--- config.mk ---
export PLATFORM = sky130hd
export DESIGN_NAME = tank_render_arbiter
export DESIGN_NICKNAME = d
export VERILOG_FILES = /design/src/rtl/tank_render_pkg.sv /design/src/rtl/tank_render_arbiter_rr_arbiter.sv /design/src/rtl/tank_render_arbiter.sv
export SDC_FILE = /design/constraint.sdc
export NUM_CORES = 1
export LEC_CHECK = 0
export ABC_AREA = 1
export CAP_MARGIN = 0
export CELL_PAD_IN_SITES_DETAIL_PLACEMENT = 1
export CELL_PAD_IN_SITES_GLOBAL_PLACEMENT = 2
export CORE_ASPECT_RATIO = 0.8
export CORE_UTILIZATION = 25
export DETAILED_ROUTE_END_ITERATION = 6
export GPL_TIMING_DRIVEN = 0
export PLACE_DENSITY_LB_ADDON = 0.1
export SETUP_SLACK_MARGIN = 0.4
export SLEW_MARGIN = 30
export SYNTH_ARGS = -nofsm -noshare
export SYNTH_HDL_FRONTEND = slang
export SYNTH_SLANG_ARGS = --single-unit
--- constraint.sdc ---
create_clock -name clk -period 3.9 [get_ports clk]
set_input_delay 0.585 -clock clk [delete_from_list [all_inputs] [get_ports clk]]
set_output_delay 0.585 -clock clk [all_outputs]
set_load 0.01 [all_outputs]
--- src/rtl/tank_render_pkg.sv ---
// Shared codes and helpers for the tank sprite ROM scheduler.
package tank_render_pkg;

  typedef enum logic [3:0] {
    CAT_NONE   = 4'd0,
    CAT_WALL   = 4'd1,
    CAT_TANK   = 4'd2,
    CAT_BULLET = 4'd3
  } category_e;

  typedef enum logic [2:0] {
    DIR_LEFT  = 3'd0,
    DIR_RIGHT = 3'd1,
    DIR_UP    = 3'd2,
    DIR_DOWN  = 3'd3
  } direction_e;

  localparam int SPR_W_DEF = 32;
  localparam int ADDR_W    = 10;

  // Enemy pointer walks 1..n_tank-1; slot 0 is the player and is never rotated in.
  function automatic logic [2:0] rr_next(input logic [2:0] ptr, input int n_tank);
    if (ptr >= 3'(n_tank - 1)) return 3'd1;
    return ptr + 3'd1;
  endfunction

endpackage

--- src/rtl/tank_render_arbiter_rr_arbiter.sv ---
// Round-robin priority encoder: first asserted request at or after ptr, wrapping.
module rr_arbiter #(
  parameter int M  = 3,
  parameter int IW = 2
) (
  input  logic [M-1:0]  req,
  input  logic [IW-1:0] ptr,
  output logic [IW-1:0] gnt,
  output logic          any
);

  logic [2*M-1:0] dbl;
  logic [M-1:0]   rot;
  int             off;
  int             sum;

  always_comb begin
    dbl = {req, req} >> ptr;
    rot = dbl[M-1:0];
    off = 0;
    any = 1'b0;
    // Descending scan so the lowest rotated offset wins.
    for (int k = M - 1; k >= 0; k--) begin
      if (rot[k]) begin
        off = k;
        any = 1'b1;
      end
    end
    sum = int'(ptr) + off;
    if (sum >= M) sum = sum - M;
    gnt = IW'(sum);
  end

endmodule

--- src/rtl/tank_render_arbiter.sv ---
// Two-stage per-pixel scheduler for the shared tank sprite ROM address path.
// Optional RENDER_STATS_EN adds overlap_cnt: overlap pixels of the previous frame.
module tank_render_arbiter
  import tank_render_pkg::*;
#(
  parameter int N_TANK  = 4,
  parameter int SPR_W   = SPR_W_DEF,
  parameter int COORD_W = 10
) (
  input  logic                      clk,
  input  logic                      rst_n,
  input  logic [COORD_W-1:0]        pixel_x,
  input  logic [COORD_W-1:0]        pixel_y,
  input  logic                      pixel_valid,
  input  logic                      frame_start,
  input  logic [N_TANK*COORD_W-1:0] tank_x,
  input  logic [N_TANK*COORD_W-1:0] tank_y,
  input  logic [N_TANK*3-1:0]       tank_dir,
  input  logic [N_TANK-1:0]         tank_alive,
  input  logic                      wall_hit,
  input  logic                      bullet_hit,
  output logic [3:0]                category,
  output logic [ADDR_W-1:0]         addr,
  output logic [2:0]                tank_direct,
  output logic                      player_tank,
  output logic [2:0]                grant_id,
`ifdef RENDER_STATS_EN
  output logic [15:0]               overlap_cnt,
`endif
  output logic                      overlap
);

  localparam int DW  = $clog2(SPR_W);
  localparam int IDW = $clog2(N_TANK);
  localparam int EW  = N_TANK - 1;

  function automatic logic [15:0] sat_inc16(input logic [15:0] v);
    return (v == 16'hFFFF) ? v : v + 16'd1;
  endfunction

  // Stage 0: unsigned offset hit test; pixels left of/above a tank wrap large and miss.
  logic [COORD_W-1:0] ddx_p0 [N_TANK];
  logic [COORD_W-1:0] ddy_p0 [N_TANK];
  logic [N_TANK-1:0]  hit_p0;

  always_comb begin
    for (int i = 0; i < N_TANK; i++) begin
      ddx_p0[i] = pixel_x - tank_x[i*COORD_W +: COORD_W];
      ddy_p0[i] = pixel_y - tank_y[i*COORD_W +: COORD_W];
      hit_p0[i] = tank_alive[i] && (ddx_p0[i] < COORD_W'(SPR_W))
                                && (ddy_p0[i] < COORD_W'(SPR_W));
    end
  end

  // Stage 1: registered hits and sprite offsets.
  logic [N_TANK-1:0] hit_p1;
  logic              vld_p1;
  logic              fs_p1;
  logic              wall_p1;
  logic              bullet_p1;
  logic [DW-1:0]     dx_p1  [N_TANK];
  logic [DW-1:0]     dy_p1  [N_TANK];
  logic [2:0]        dir_p1 [N_TANK];

  always_ff @(posedge clk or negedge rst_n) begin
    if (!rst_n) begin
      hit_p1 <= '0;
      vld_p1 <= 1'b0;
      fs_p1  <= 1'b0;
    end else begin
      hit_p1 <= hit_p0;
      vld_p1 <= pixel_valid;
      fs_p1  <= frame_start;
    end
  end

  always_ff @(posedge clk) begin
    wall_p1   <= wall_hit;
    bullet_p1 <= bullet_hit;
    for (int i = 0; i < N_TANK; i++) begin
      dx_p1[i]  <= ddx_p0[i][DW-1:0];
      dy_p1[i]  <= ddy_p0[i][DW-1:0];
      dir_p1[i] <= tank_dir[i*3 +: 3];
    end
  end

  // Stage 2: arbitration; the frame_start pixel already uses the new frame's pointer.
  logic [2:0]        rr_ptr;
  logic [2:0]        ptr_eff;
  logic              overlap_seen;
  logic              ovl_p1;
  logic              any_hit_p1;
  logic              enemy_any;
  logic [IDW-1:0]    enemy_ptr;
  logic [IDW-1:0]    enemy_gnt;
  logic [IDW-1:0]    gid_p1;
  category_e         cat_p1;
  logic [ADDR_W-1:0] addr_p1;

  rr_arbiter #(
    .M  (EW),
    .IW (IDW)
  ) u_rr (
    .req (hit_p1[N_TANK-1:1]),
    .ptr (enemy_ptr),
    .gnt (enemy_gnt),
    .any (enemy_any)
  );

  always_comb begin
    ovl_p1     = $countones(hit_p1) > 1;
    ptr_eff    = (fs_p1 && overlap_seen) ? rr_next(rr_ptr, N_TANK) : rr_ptr;
    enemy_ptr  = IDW'(ptr_eff - 3'd1);
    any_hit_p1 = hit_p1[0] | enemy_any;
    gid_p1     = hit_p1[0] ? '0 : IDW'(enemy_gnt + 1'b1);

    cat_p1 = CAT_NONE;
    if (!vld_p1)         cat_p1 = CAT_NONE;
    else if (bullet_p1)  cat_p1 = CAT_BULLET;
    else if (any_hit_p1) cat_p1 = CAT_TANK;
    else if (wall_p1)    cat_p1 = CAT_WALL;

    addr_p1 = ADDR_W'(int'(dy_p1[gid_p1]) * SPR_W + int'(dx_p1[gid_p1]));
  end

  always_ff @(posedge clk or negedge rst_n) begin
    if (!rst_n) begin
      category     <= CAT_NONE;
      addr         <= '0;
      tank_direct  <= '0;
      player_tank  <= 1'b0;
      grant_id     <= '0;
      overlap      <= 1'b0;
      rr_ptr       <= 3'd1;
      overlap_seen <= 1'b0;
    end else begin
      category <= cat_p1;
      if (cat_p1 == CAT_TANK) begin
        addr        <= addr_p1;
        tank_direct <= dir_p1[gid_p1];
        player_tank <= (gid_p1 == '0);
        grant_id    <= 3'(gid_p1);
      end else begin
        addr        <= '0;
        tank_direct <= '0;
        player_tank <= 1'b0;
        grant_id    <= '0;
      end
      overlap      <= ovl_p1;
      rr_ptr       <= ptr_eff;
      overlap_seen <= (overlap_seen && !fs_p1) || ovl_p1;
    end
  end

`ifdef RENDER_STATS_EN
  logic [15:0] ovl_run;

  // The frame_start pixel's own overlap belongs to the frame it opens.
  always_ff @(posedge clk or negedge rst_n) begin
    if (!rst_n) begin
      ovl_run     <= '0;
      overlap_cnt <= '0;
    end else if (fs_p1) begin
      overlap_cnt <= ovl_run;
      ovl_run     <= {15'd0, ovl_p1};
    end else if (ovl_p1) begin
      ovl_run     <= sat_inc16(ovl_run);
    end
  end
`endif

endmodule

==> flow_summary.ini <==
[status]
outcome = finished clean

[timing]
finalHoldViolCount = 0
rsz0062_at_grt = true
relSlewSlack = 0.596
max_freq_ghz = 0.260
setup_tns_ns = 0
setup_viol = 0
final.min_clock_period_ns = 3.84
finalClockSkew_ns = 0.00697
report.final.slew_viol_count = 0
tightest_slew_ns = 0.606
whs_ns = 0.0913
fin_crit_sh = 0.985

[routing]
wire_per_inst_um = 15.0
vias = 6877
ant_nets = 0
drtIter0Drc = 285
finalWirelength_um = 24200
via_per_inst = 4.27
drtPass1Iterations = 4
drc = 0

[critical_path]
slowest_stage = fa_1
critical_path.top_delay_family = adder cells
critPathMaxStageDelay_ns = 0.54
worstSetupPathType = flop to flop
end_kind = flop
cp_num_buf_inv = 6
r2r_slack_ns = 0.06
r2r_start = rr_ptr[1]$_DFF_PN0_
cpMostUsedCell = buf_4
crit_path_start = rr_ptr[1]$_DFF_PN0_
cp.required_ns = 4.09
worstPathCellList = ha_4 -> ha_4 -> nor2_4 -> nand2_4 -> buf_12 -> o21ai_4 -> xor2_4 -> buf_4 -> buf_4 -> nand2_1 -> o21ai_0 -> nor2_1 -> fa_1 -> buf_4 -> inv_2 -> o21ai_4 -> nor2_1 -> a21oi_2 -> nor2_2 -> nor2_4 -> nand2_4 -> clkbuf_16 -> nand2_1 -> a21oi_2
arrival_ns = 4.03
critPathMaxFanout = 6
startpoint_type = flop

[synthesis]
ys_seq_area_frac = 0.260
synthDistinctLibCells = 31
syn_inst = 1064
mappedNetlistArea_um2 = 6950
synth_edf_count = 0
synth-main-ff-cell = dfxtp_1
ys_ff_latch = 83
avgSynthCellArea_um2 = 6.53
synth-async-reset-ratio = 0.349
yosysWarnings = 0

[floorplan]
die_x_um = 188
start_util = 0.254
ios = 144
die_area_um2 = 28500
die_h_um = 151
coreArea_um2 = 27300
rows = 54

[clocking]
numCtsBuffers = 9
cts.htree.levels = 3
clk_latency_ns = 0.34
clkTransAtPathRegs_ns = 0.06
root_buffer = clkbuf_16
cts_tree = yes
ctsHoldBuffers = 0
cts_sinks = 83
max-clock-path-buffers = 2

[power]
power_density_nw_per_um2 = 285
leakagePower_uw = 0.00520
ir_worst_vdd_mv = 0.226
total_power_uw = 2770

[global_route]
first_global_vias = 7039
gr-total-overflow = 0
antenna_found_initial = 0
track_usage = 0.176
grt_pass1_wl_um = 38300
grt_max_degree = 24

[finish]
nets = 1451
mostFrequentLayoutCells = nand2_1, inv_1, clkdlybuf4s50_1
n_antenna_cell = 0
area_growth_syn_to_layout_pct = 40.0
layout-drive-gt1-share = 0.0849
layout_commonest_cell = nand2_1

[min_path]
hp-class = input pin to async pin

[placement]
port_buffers = 140
gp_congestion = 0.807
hpwl_um = 20200

[run]
cap_violations = 0
[synthesized netlist by cell type, types with 3 or more instances]
master	number	area (um^2)
inv_1	210	788
nor2_1	62	233
nor3_1	8	40.0
o21ai_2	3	26.3
o21bai_1	8	60.1
xor2_1	32	280
buf_4	6	45.0
dfxtp_1	54	1080
buf_2	4	20.0
ha_1	76	951
o21ai_0	5	25.0
nand3_1	95	475
a21oi_1	41	205
dfrtp_1	28	701
nand2_2	4	25.0
fa_1	10	200
nand2_1	356	1340
xnor2_1	8	70.1
nand4_1	36	225
inv_2	5	18.8
[cell type report]
type                    count  area, um^2
multi-input cells         757        4450
clock buffers              13         282
well taps                 364         455
fillers                  3452       17600
repair buffers            166        1740
flip-flops and latches     83        1810
clock inverters             3        43.8
inverters                 215         815
plain buffers              11         130
[registers in the layout (all words and copies together), names as in the netlist, 2 cells and up]
register     flops
hit_p1           4
rr_ptr           3
dir_p1          12
tank_direct      3
addr            10
dx_p1           20
category         2
dy_p1           20
grant_id         2
[repair_timing]
action | in CTS | in global routing
pin swaps | 26 | 36
hold endpoints to repair | 0 | 0
resized for setup | 40 | 26
setup endpoints to repair | 16 | 16
cloned | 3 | 1
setup buffers | 20 | 1
[routing by layer]
layer	track usage	part of all wire
met1	0.253	0.53
met2	0.288	0.44
met3	0.0153	0.029
met4	0.0347	0.0071
met5	0	0
[kinds of logic after synthesis]
kind of cell             synth area share
XOR/XNOR                           0.0544
buffers and inverters               0.126
AO/OA/AOI/OAI                      0.0501
flip-flops                          0.260
adder cells (fa/ha/maj)             0.166
other                            0.000540
AND/OR/NAND/NOR                     0.343
[where the power goes]
part	total (uW)	internal (uW)	leakage (uW)	switching, uW
registers	971	944	0.000848	27.7
clock network	905	570	0.000161	335
logic	895	378	0.00419	517
[worst paths after layout]
check	endpoint	depth (start not counted)
setup / recovery	addr[6]$_DFF_PN0_	24
hold / removal	player_tank$_DFF_PN0_	1
setup reg to reg	addr[6]$_DFF_PN0_	24
hold reg to reg	category[1]$_DFF_PN0_	2
max in group asynchronous	rr_ptr[0]$_DFF_PN1_	2
min in group clk	category[1]$_DFF_PN0_	2
[stage by stage]
stage	cells	utilization	instance area, um^2	worst slack, ns
3_5_place_dp	1571	0.325	8860	-0.210
5_1_grt	1612	0.356	9720	-0.165
6_report	1612	0.356	9720	0.0603
2_1_floorplan	1066	-	6990	0.352
4_1_cts	1610	0.351	9590	-0.0485
3_3_place_gp	1570	0.324	8850	-0.167
Note: power is estimated with default switching activity, not from simulation.
